===== config.mk =====
export PLATFORM = sky130hd
export DESIGN_NAME = fifo_write_skid_flat
export DESIGN_NICKNAME = d
export VERILOG_FILES = /design/src/rtl/fifo_write_skid_if.sv /design/src/rtl/fifo_write_skid.sv /design/src/flat_wrapper.sv
export SDC_FILE = /design/constraint.sdc
export NUM_CORES = 1
export LEC_CHECK = 0
export ABC_AREA = 0
export BUFFER_PORTS_ARGS = -buffer_cell sky130_fd_sc_hd__buf_2
export CORE_MARGIN = 3
export CORE_UTILIZATION = 54
export DETAILED_ROUTE_END_ITERATION = 8
export GPL_ROUTABILITY_DRIVEN = 0
export GPL_TIMING_DRIVEN = 0
export MAX_ROUTING_LAYER = met4
export PLACE_DENSITY = 0.8
export SLEW_MARGIN = 20
export SYNTH_ARGS = -nofsm -noshare
export SYNTH_HDL_FRONTEND = slang
export SYNTH_SLANG_ARGS = --single-unit

===== constraint.sdc =====
create_clock -name CLK -period 4.24 [get_ports CLK]
set_input_delay 0.636 -clock CLK [delete_from_list [all_inputs] [get_ports CLK]]
set_output_delay 0.636 -clock CLK [all_outputs]
set_load 0.005 [all_outputs]

===== src/rtl/fifo_write_skid_if.sv =====
// Handshake bundle between an upstream producer, the write skid buffer and a standard FIFO write port.
interface fifo_write_skid_if #(
    parameter int unsigned WIDTH = 32
);
    logic             in_valid;
    logic [WIDTH-1:0] in_data;
    logic             in_ready;
    logic             fifo_wren;
    logic [WIDTH-1:0] fifo_din;
    logic             fifo_full;
    logic             fifo_almost_full;
    logic             idle;

    // Skid buffer side
    modport slave (
        input  in_valid, in_data, fifo_full, fifo_almost_full,
        output in_ready, fifo_wren, fifo_din, idle
    );

    // Producer/FIFO side
    modport master (
        output in_valid, in_data, fifo_full, fifo_almost_full,
        input  in_ready, fifo_wren, fifo_din, idle
    );
endinterface


===== src/rtl/fifo_write_skid.sv =====
// Two-entry skid buffer feeding a standard FIFO write port; in_ready is registered and never sees fifo_full.
// Optional statistics (wr_count, stall_count, af_seen) are enabled by defining FIFO_WRITE_SKID_STATS_EN.
module fifo_write_skid #(
    parameter int unsigned WIDTH = 32,
    parameter int unsigned DELAY = 1
) (
    input  logic        CLK,
    input  logic        RESET_N,
`ifdef FIFO_WRITE_SKID_STATS_EN
    output logic [31:0] wr_count,
    output logic [15:0] stall_count,
    output logic        af_seen,
`endif
    fifo_write_skid_if.slave bus
);
    localparam logic [1:0] ST_EMPTY = 2'b00;
    localparam logic [1:0] ST_ONE   = 2'b01;
    localparam logic [1:0] ST_TWO   = 2'b11;

    logic             r_main_valid, r_skid_valid, r_in_ready;
    logic [WIDTH-1:0] r_main_data, r_skid_data;

    logic             w_main_valid_d, w_skid_valid_d, w_in_ready_d;
    logic [WIDTH-1:0] w_main_data_d, w_skid_data_d;
    logic             w_accept, w_write;
    logic [1:0]       w_state;

    assign w_accept = bus.in_valid && r_in_ready;
    assign w_write  = r_main_valid && !bus.fifo_full;
    assign w_state  = {r_skid_valid, r_main_valid};

    assign bus.fifo_wren = w_write;
    assign bus.fifo_din  = r_main_data;
    assign bus.in_ready  = r_in_ready;
    assign bus.idle      = !r_main_valid && !r_skid_valid;

    // Next-state: the valid bits themselves encode EMPTY/ONE/TWO
    always_comb begin
        w_main_valid_d = r_main_valid;
        w_skid_valid_d = r_skid_valid;
        w_main_data_d  = r_main_data;
        w_skid_data_d  = r_skid_data;
        case (w_state)
            ST_EMPTY: begin
                if (w_accept) begin
                    w_main_data_d  = bus.in_data;
                    w_main_valid_d = 1'b1;
                end
            end
            ST_ONE: begin
                if (w_accept && w_write) begin
                    w_main_data_d = bus.in_data;
                end else if (w_accept) begin
                    w_skid_data_d  = bus.in_data;
                    w_skid_valid_d = 1'b1;
                end else if (w_write) begin
                    w_main_valid_d = 1'b0;
                end
            end
            ST_TWO: begin
                if (w_write) begin
                    w_main_data_d  = r_skid_data;
                    w_skid_valid_d = 1'b0;
                end
            end
            default: begin
                w_main_valid_d = 1'b0;
                w_skid_valid_d = 1'b0;
            end
        endcase
        w_in_ready_d = !w_skid_valid_d;
    end

    always_ff @(posedge CLK) begin
        if (!RESET_N) begin
            r_main_valid <= 1'b0;
            r_skid_valid <= 1'b0;
            r_in_ready   <= 1'b0;
            r_main_data  <= '0;
            r_skid_data  <= '0;
        end else begin
            r_main_valid <= w_main_valid_d;
            r_skid_valid <= w_skid_valid_d;
            r_in_ready   <= w_in_ready_d;
            r_main_data  <= w_main_data_d;
            r_skid_data  <= w_skid_data_d;
        end
    end

`ifdef FIFO_WRITE_SKID_STATS_EN
    logic [31:0] r_wr_count;
    logic [15:0] r_stall_count;
    logic        r_af_seen;

    // Write count wraps; stall count saturates; almost-full flag is sticky until reset
    always_ff @(posedge CLK) begin
        if (!RESET_N) begin
            r_wr_count    <= 32'd0;
            r_stall_count <= 16'd0;
            r_af_seen     <= 1'b0;
        end else begin
            if (w_write)
                r_wr_count <= r_wr_count + 32'd1;
            if (r_main_valid && bus.fifo_full && (r_stall_count != 16'hFFFF))
                r_stall_count <= r_stall_count + 16'd1;
            if (bus.fifo_almost_full)
                r_af_seen <= 1'b1;
        end
    end

    assign wr_count    = r_wr_count;
    assign stall_count = r_stall_count;
    assign af_seen     = r_af_seen;

    // DELAY only shapes behavioural models; this logic is zero-delay
    logic w_unused;
    assign w_unused = ^{1'b0, 32'(DELAY)};
`else
    // DELAY only shapes behavioural models; almost-full matters only with statistics
    logic w_unused;
    assign w_unused = ^{1'b0, 32'(DELAY), bus.fifo_almost_full};
`endif
endmodule


===== src/flat_wrapper.sv =====
// flat-port wrapper written by rule: the top's interface ports become plain ports
module fifo_write_skid_flat 
#(
    parameter int unsigned WIDTH = 32,
    parameter int unsigned DELAY = 1
)
  (CLK, RESET_N, bus_in_valid, bus_in_data, bus_fifo_full, bus_fifo_almost_full, bus_in_ready, bus_fifo_wren, bus_fifo_din, bus_idle);
  fifo_write_skid_if #(.WIDTH(WIDTH)) bus_i ();
  input  logic CLK;
  input  logic RESET_N;
  input wire logic [$bits(bus_i.in_valid)-1:0] bus_in_valid;
  input wire logic [$bits(bus_i.in_data)-1:0] bus_in_data;
  input wire logic [$bits(bus_i.fifo_full)-1:0] bus_fifo_full;
  input wire logic [$bits(bus_i.fifo_almost_full)-1:0] bus_fifo_almost_full;
  output wire logic [$bits(bus_i.in_ready)-1:0] bus_in_ready;
  output wire logic [$bits(bus_i.fifo_wren)-1:0] bus_fifo_wren;
  output wire logic [$bits(bus_i.fifo_din)-1:0] bus_fifo_din;
  output wire logic [$bits(bus_i.idle)-1:0] bus_idle;
  assign bus_i.in_valid = bus_in_valid;
  assign bus_i.in_data = bus_in_data;
  assign bus_i.fifo_full = bus_fifo_full;
  assign bus_i.fifo_almost_full = bus_fifo_almost_full;
  assign bus_in_ready = bus_i.in_ready;
  assign bus_fifo_wren = bus_i.fifo_wren;
  assign bus_fifo_din = bus_i.fifo_din;
  assign bus_idle = bus_i.idle;
  fifo_write_skid #(.WIDTH(WIDTH), .DELAY(DELAY)) u_core (.CLK(CLK), .RESET_N(RESET_N), .bus(bus_i));
endmodule

**Word-level counts from Yosys, hierarchy flattened**

Index checks and enable logic that the tools add are counted.

- Output and inout bits: 35
- Bits of input ports: 37
- Word-level logic and storage cells: 41
- Bits in registers: 67

- Bitwise operators: 2
- Equal/unequal tests: 8
- Multiplexer cells: 13
- Reductions and logical operators: 13

Operators with widths:

| kind | count |
|---|---|
| 32-bit 2-to-1 mux | 3 |
| 32-bit case mux with 3 select lines | 1 |
| 2-bit by 1-bit != test with 1-bit output (second input constant) | 4 |
| 1-bit 2-to-1 mux | 7 |
| 1-bit case mux with 3 select lines | 2 |
| 5-bit AND reduction | 1 |
| 1-bit logical AND | 4 |
| 1-bit logical NOT | 4 |
| 2-bit != test (second input constant) | 2 |
| 4-bit AND reduction | 1 |
| 3-bit AND reduction | 1 |
| 3-bit nonzero test | 1 |
| 2-bit by 1-bit equality test with 1-bit output (second input constant) | 1 |
| 2-bit equality test (second input constant) | 1 |
| 2-bit logical NOT | 1 |
| 1-bit inverter | 2 |

**Logic depth before layout (Yosys ltp)**

Gate-level depths: netlist of the first run.

- Word-level depth: 6
- Gate-level depth with buffers: 6

**Least setup slack after synthesis of the first run**

OpenSTA, ideal clock, no wires.

- Kind: input to register
- Start: input port RESET_N
- End: register u_core.r_main_data[0] (netlist: u_core.bus.fifo_din[0])
- Slack: 2556 ps
- Cell stages on the path: 4
- Data required time: 4093 ps
- Arrival time: 1537 ps
- Path through: inv_1 clkbuf_1 clkbuf_1 a311oi_2

RTL lines:

| item | RTL line | source |
|---|---|---|
| start: declaration | flat_wrapper.sv:10 | `input logic RESET_N;` |
| end signal: assignment | fifo_write_skid.sv:85 | `r_main_data <= w_main_data_d;` |
| end: declaration | fifo_write_skid.sv:21 | `logic [WIDTH-1:0] r_main_data, r_skid_data;` |

No word-level cell between the ends.

**Worst setup path in the final report of the first run**

- Start: register u_core.r_main_valid
- End: output port bus_fifo_wren

- Word-level cells in the longest chain between the ends: 1

RTL lines:

| item | RTL line | source |
|---|---|---|
| start: declaration | fifo_write_skid.sv:20 | `logic r_main_valid, r_skid_valid, r_in_ready;` |
| start signal: assignment | fifo_write_skid.sv:82 | `r_main_valid <= w_main_valid_d;` |
| 1-bit logical AND | fifo_write_skid.sv:29 | `assign w_write = r_main_valid && !bus.fifo_full;` |
| end: declaration | flat_wrapper.sv:16 | `output wire logic [$bits(bus_i.fifo_wren)-1:0] bus_fifo_wren;` |

Every way passes these cells.

==> metrics.txt, run 1 <==
Worst Slack Setup Final=about 2.0 ns; initial drt markers=about 250; CTS tree=yes; initial antenna violation count=0; clk slew on worst S/H paths=0.07 ns; crit path capture type=output port; CTS root buffer=clkbuf_8; Util after Layout=0.6887; WL final=7983 um; Max Clock Freq=about 0.45 GHz; NetSw=355.9 uW; initial core utilization=0.5774; Crit Path Max Fanout=10; RSZ-0062 raised after global routing=no; share of layout cells above drive strength 1=0.3072; CP Class=flip-flop to output port; most frequent cells in the layout=buf_2 (80), dfxtp_1 (67), a21oi_1 (66); Seq/Total Area, Yosys=0.4408; Setup crit start kind=flip-flop; Worst slew margin=0.5163; Syn Area/Cell=8.719 um^2; Worst-Skew Late Latency=approximately 0.34 ns; outcome=complete, no violations; DIE WIDTH=81.07 um; setup slack at placement=between 2 and 2.5 ns; register share of total power=0.518; Hold Crit Start=u_core.r_skid_data[19]; synthesized area=0.003043 mm^2; clk sinks=67; final slew viol count=0; Final Critical Period=2.218 ns; Resized cells post-CTS=0; period utilization=0.5232; Pleak=about 1.4 nW; Internal=around 940 uW; Antenna Cells=0; CP Launch Point=u_core.r_main_valid; Fin. Hold Viols=0; largest net degree at the start of global routing=11; DRC violations left=0; worst hold path class=flip-flop to flip-flop; Final ANT Viol Nets=0; Max Cap Viol=0; H-Tree Level Count=3; Mapped Nets=slightly below 400; vias=2,992; CTS Buffer Depth=2; Mapped Cells=349; row cnt=26; io pins=72; WP data arrival=around 1.6 ns; leading cell type in the layout, fill and taps excluded=buf_2; vias in the first global route=2,739; drt wl/cell=approximately 16 um; switching share of power=0.2755; Filler Cell Count=around 460; post-DP HPWL=5471 um; CTS Buf Count=9; power density over cell area=355.9 mW/mm^2; skew final=0.01101 ns; warning count from the yosys run=0; Die Height=81.07 um; Synth cell types=22; fin nets=467; hold_ws=0.4767 ns; reg2reg start=u_core.bus.in_ready; first-pass iteration count of the detailed router=5; Gate power share=0.143; Worst-Margin Slew=0.7255 ns; postcts setup bufs=0; CORE AREA=0.005270 mm^2; area growth from synthesis to final layout=19.28%; flop and latch count out of synthesis=67; hold buffers post-CTS=0; gr usage total=0.2618; Power, Total=1.292 mW; R2R Setup Slk=~2.6 ns; full die area=approximately 0.0066 mm^2; Avg Vias per Cell=5.948; IO Port Bufs=70; worst endpoint required time=3.60 ns; setup violators final=0; remaining global-route overflow=0; Final TNS setup=0 ns; global-route wire length before repair=13,020 um; Max VDD drop=0.2351 mV; Clock power frac=0.339
final cells by class:
cell class | count | area [um^2] | area share
plain buffers | 43 | 220.2 | 0.06067
flip-flops and latches | 67 | 1341 | 0.3695
inverters | 1 | 3.754 | 0.001034
repair buffers | 70 | 350.3 | 0.09652
well taps | 70 | 87.58 | 0.02413
multi-input cells | 238 | 1478 | 0.4071
clock inverters | 3 | 17.52 | 0.004826
clock buffers | 11 | 131.4 | 0.03619
sequential cells by signal, indices dropped and copies added (netlist names):
name and cells:
u_core.r_skid_data 32, u_core.bus.in_ready 1, u_core.r_main_valid 1, u_core.r_skid_valid 1
u_core.bus.fifo_din 32
cell families (layout without fill, tap and decap cells):
kind of cell    count (synthesis)  after routing  synth area share
simple gates                  105            105            0.1620
compound gates                132            132            0.3191
buf+inv                        44            128           0.07360
flops                          67             67            0.4408
mux                             1              1          0.004522
worst paths after layout:
kind / to / depth (start not counted)
worst max-delay path: bus_fifo_wren / 4
worst min-delay path: u_core.r_skid_data[19] / 2
worst max register to register: u_core.bus.fifo_din[26] / 5
worst min register to register: u_core.r_skid_data[19] / 2
synthesized netlist by cell type, drive strengths merged:
library cell,number,share of area
dfxtp,67,0.44
a21o,1,0.0025
nor2,1,0.0012
and2,2,0.0041
a311oi,32,0.15
nand2,34,0.042
and3b,1,0.0029
mux2i,1,0.0045
nand3,64,0.11
buf,20,0.044
nor2b,1,0.0021
inv,1,0.0012
nand3b,1,0.0025
clkbuf,23,0.029
and3,1,0.0021
o21ai,33,0.054
a21oi,66,0.11
power groups by stage:
stage	Combinational (mW)	Clock [mW]	Sequential [mW]
after floorplan	0.110	0	0.685
after global placement	0.180	0	0.683
after detailed placement	0.184	0	0.682
after CTS	0.185	0.437	0.668
after global routing	0.203	0.461	0.671
final	0.185	0.438	0.669
per-stage QoR:
step | cells | instance area (um^2)
global placement | 489 | 3481
detailed placement | 489 | 3481
finish | 503 | 3630
CTS | 503 | 3630
global route | 503 | 3630
floorplan | 349 | 3043
worst max-delay path: stages, from the launching register on:
cell and delay (ns):
dfxtp_1 0.37, buf_4 0.18, clkbuf_1 0.39, nor2b_1 0.19
buf_2 0.12
routing by layer:
| layer | routed length (um) | global-route usage |
|---|---|---|
| met4 | 182 | 0.1402 |
| met3 | 618 | 0.03659 |
| met5 | 0 | - |
| met1 | 3494 | 0.3352 |
| met2 | 3687 | 0.4007 |
(Power assumes the default switching activity.)
==> run 2: changes to the inputs <==
Settings changed: CORE_UTILIZATION 54 to 53, PLACE_DENSITY 0.8 to 0.79.
Clock period 4.24 ns to 2.1 ns, I/O delays scaled along.
==> run 2 against run 1 <==
Against the previous run: hold slack got worse by 0.26 ns; flip-flop and latch count unchanged; via count grew 1.4%; die area up 1.7%; critical path type unchanged; critical endpoint unchanged.
==> metrics.txt, run 2 (synthesis results as in run 1) <==
outcome=complete, no violations; setup violators final=0; Crit Path Max Fanout=10; leading cell type in the layout, fill and taps excluded=buf_2; RSZ-0062 raised after global routing=no; WL final=8250 um; initial antenna violation count=0; R2R Setup Slk=0.48 ns; Final TNS setup=0 ns; skew final=0.006419 ns; period utilization=0.8947; Antenna Cells=0; worst endpoint required time=1.78 ns; hold_ws=0.2191 ns; WP data arrival=approximately 1.6 ns; Avg Vias per Cell=between 6 and 7; IO Port Bufs=70; vias in the first global route=2,799; Filler Cell Count=between 400 and 500; Final ANT Viol Nets=0; DR WL met2=4069 um; CTS root buffer=clkbuf_8; Max Cap Viol=0; Register Area=between 0.001 and 0.0015 mm^2; clk slew on worst S/H paths=roughly 0.070 ns; Worst slew margin=0.4963; postcts setup bufs=0; area growth from synthesis to final layout=20.35%; Worst-Margin Slew=0.7555 ns; full die area=0.006686 mm^2; M1 WL=around 3500 um; crit path capture type=output port; Worst-Skew Late Latency=0.35 ns; multi-input logic area=approximately 0.0015 mm^2; CTS Buffer Depth=2; worst hold path class=input port to flip-flop; drt wl/cell=16.40 um; Die Height=~82 um; initial core utilization=0.5704; CTS tree=yes; vias=3,034; share of layout cells above drive strength 1=0.3095; post-DP HPWL=5689 um; metal3 WL=approximately 550 um; remaining global-route overflow=0; CP Class=flip-flop to output port; CORE AREA=0.005335 mm^2; largest net degree at the start of global routing=11; Setup crit start kind=flip-flop; global-route wire length before repair=13,300 um; Power, Total=roughly 2.8 mW; DRC violations left=0; final slew viol count=0; first-pass iteration count of the detailed router=5; Resized cells post-CTS=0; initial drt markers=approximately 320; CTS Buf Count=9; power density over cell area=754.4 mW/mm^2; most frequent cells in the layout=buf_2 (80), dfxtp_1 (67), a21oi_1 (66); DIE WIDTH=81.77 um; top sig layer=met4; io pins=72; gr usage total=0.2683; H-Tree Level Count=3; Fin. Hold Viols=0; fin nets=467; Max VDD drop=slightly above 0.5 mV; Final Critical Period=roughly 1.9 ns; clk sinks=67; Pleak=1.414 nW; Max Clock Freq=0.5322 GHz; row cnt=26; hold buffers post-CTS=0
## run 2: cell types whose count changed in the layout (fill, tap and decap cells not counted)
cell / previous run / this run
clkinvlp_4: 1 / 0
clkbuf_8: 9 / 10
clkbuf_1: 24 / 23
bufinv_16: 0 / 1
## run 2: layout make-up
cell class,count,area share
Inverter,1,0.001025
Timing Repair Buffer,70,0.09566
Clock inverter,3,0.01093
Clock buffer,11,0.03861
Sequential cell,67,0.3662
Tap cell,70,0.02392
Buffer,43,0.06013
Multi-Input combinational cell,238,0.4035
## run 2: worst paths after layout
| path | startpoint | endpoint | cells after the start |
|---|---|---|---|
| min reg2reg | u_core.r_skid_data[28] | u_core.r_skid_data[28] | 2 |
| max | u_core.r_main_valid | bus_fifo_wren | 4 |
| min | bus_in_data[20] | u_core.r_skid_data[20] | 3 |
| max reg2reg | u_core.bus.in_ready | u_core.bus.fifo_din[11] | 5 |
## run 2: power by group
group,internal (mW),switching [mW]
clock network,0.564,0.472
registers,1.32,0.0275
logic,0.153,0.221
## run 2: stage by stage
stage                     setup WS, ns  cell area (um^2)    util  instances
after floorplan                 0.7369              3043       -        349
after global placement          0.3135              3481  0.6524        489
after detailed placement        0.2916              3481  0.6524        489
after CTS                       0.2258              3662  0.6864        503
after global routing            0.1594              3662  0.6864        503
final                           0.2211              3662  0.6864        503
## run 2: critical path, stage by stage (launching register included)
cell and delay [ns]:
dfxtp_1 0.38, buf_4 0.18, clkbuf_1 0.35, nor2b_1 0.18, buf_2 0.12
## run 2: per-layer routing
layer / track usage / vias up
met4: 0.09302 / 0
met5: - / -
met3: 0.05044 / 13
met2: 0.4451 / 105
met1: 0.3267 / 1476
li1: - / 1440
==> run 3: changes to the inputs <==
Settings changed: SETUP_SLACK_MARGIN from default to 0.5.
==> run 3 against run 2 <==
Against the previous run: hold slack about the same; critical path depth unchanged; non-clock buffer count is the same; count of clock-buffer cells in the layout unchanged; flip-flop and latch count is the same; total power up 0.14%; critical path type unchanged; clock power about the same; die area is the same.
==> metrics.txt, run 3 (synthesis results as in run 1) <==
row cnt=26; gr usage total=0.2695; Min-Delay Path Depth=3; CTS root buffer=clkbuf_8; outcome=complete, no violations; Pleak=1.439 nW; Final Critical Period=1.573 ns; initial antenna violation count=0; hold_ws=0.2188 ns; RSZ-0062 raised after global routing=yes; skew final=0.006537 ns; period utilization=0.7492; WP data arrival=between 1 and 1.5 ns; final instance area=0.003699 mm^2; CTS Buf Count=9; crit path capture type=output port; Die Height=about 80 um; leading cell type in the layout, fill and taps excluded=buf_2; Placed Instance Area=0.003481 mm^2; Final TNS setup=0 ns; Worst slew margin=0.4990; vias in the first global route=2,800; Worst-Margin Slew=between 0.7 and 0.8 ns; setup violators final=0; share of layout cells above drive strength 1=0.3256; CTS tree=yes; fin nets=467; CP Class=flip-flop to output port; FF-to-FF path depth=6; initial core utilization=0.5704; area growth from synthesis to final layout=21.55%; vias=around 3k; full die area=0.006686 mm^2; worst hold path class=input port to flip-flop; Final ANT Viol Nets=0; IO Port Bufs=70; DIE WIDTH=81.77 um; H-Tree Level Count=3; largest net degree at the start of global routing=11; final slew viol count=0; Max Clock Freq=roughly 0.64 GHz; most frequent cells in the layout=buf_2 (80), a21oi_1 (66), dfxtp_1 (66); Antenna Cells=0; io pins=72; first-pass iteration count of the detailed router=4; Avg Vias per Cell=6.016; CORE AREA=0.005335 mm^2; Setup crit start kind=flip-flop; initial drt markers=292; clk slew on worst S/H paths=around 0.070 ns; global-route wire length before repair=13,370 um; Max VDD drop=0.5075 mV; worst endpoint required time=about 1.8 ns; remaining global-route overflow=0; Worst-Skew Late Latency=0.35 ns; postcts setup bufs=0; clk sinks=67; drt wl/cell=16.49 um; post-DP HPWL=approximately 5700 um; DRC violations left=0; Crit Path Max Fanout=10; Max Cap Viol=0; Fin. Hold Viols=0; Power, Total=around 2.8 mW; power density over cell area=748.0 mW/mm^2; CTS Buffer Depth=2; WL final=8295 um
## run 3: path summary, 6_finish.rpt
kind,startpoint,endpoint,slack (ns)
max,u_core.r_skid_valid,bus_idle,0.53
min,bus_in_data[20],u_core.r_skid_data[20],0.22
max reg2reg,u_core.r_skid_valid,u_core.bus.fifo_din[9],0.62
min reg2reg,u_core.r_skid_data[28],u_core.r_skid_data[28],0.48
## run 3: per-stage QoR
stage | setup WS (ns) | instances | utilization
after global placement | 0.3135 | 489 | 0.6524
after floorplan | 0.7369 | 349 | -
after global routing | 0.5015 | 503 | 0.6932
final | 0.5267 | 503 | 0.6932
after detailed placement | 0.2916 | 489 | 0.6524
after CTS | 0.4731 | 503 | 0.6902
## run 3: critical path: stages (launching register included)
cell and delay [ns]:
dfxtp_1 0.36, buf_4 0.19, buf_4 0.19, nor2_1 0.05
buf_2 0.12
## run 3: where the power goes
group | switching (mW) | total (mW) | internal (mW)
combinational | 0.222 | 0.381 | 0.158
clock | 0.470 | 1.03 | 0.564
sequential | 0.0283 | 1.35 | 1.32
total | 0.720 | 2.77 | 2.05
## run 3: final cells by class
| type | instances | area [um^2] |
|---|---|---|
| repair buffers | 70 | 350.3 |
| multi-input cells | 238 | 1486 |
| flip-flops and latches | 67 | 1345 |
| clock inverters | 3 | 40.04 |
| inverters | 1 | 3.754 |
| well taps | 70 | 87.58 |
| clock buffers | 11 | 141.4 |
| plain buffers | 43 | 244.0 |
| fillers | 477 | 1637 |
## run 3: routing by layer
| layer | routed length [um] | track usage | vias up |
|---|---|---|---|
| met2 | 4064 | 0.4451 | 99 |
| met5 | 0 | - | - |
| li1 | - | - | 1440 |
| met1 | 3578 | 0.3301 | 1472 |
| met4 | 132 | 0.09302 | 0 |
| met3 | 520 | 0.05044 | 15 |
## run 3: what timing repair did
| action | CTS | global route |
|---|---|---|
| hold buffers | 0 | 0 |
| setup endpoints to repair | 6 | 32 |
| gates cloned | 0 | 0 |
| resized for setup | 8 | 8 |
| pin swaps | 0 | 0 |
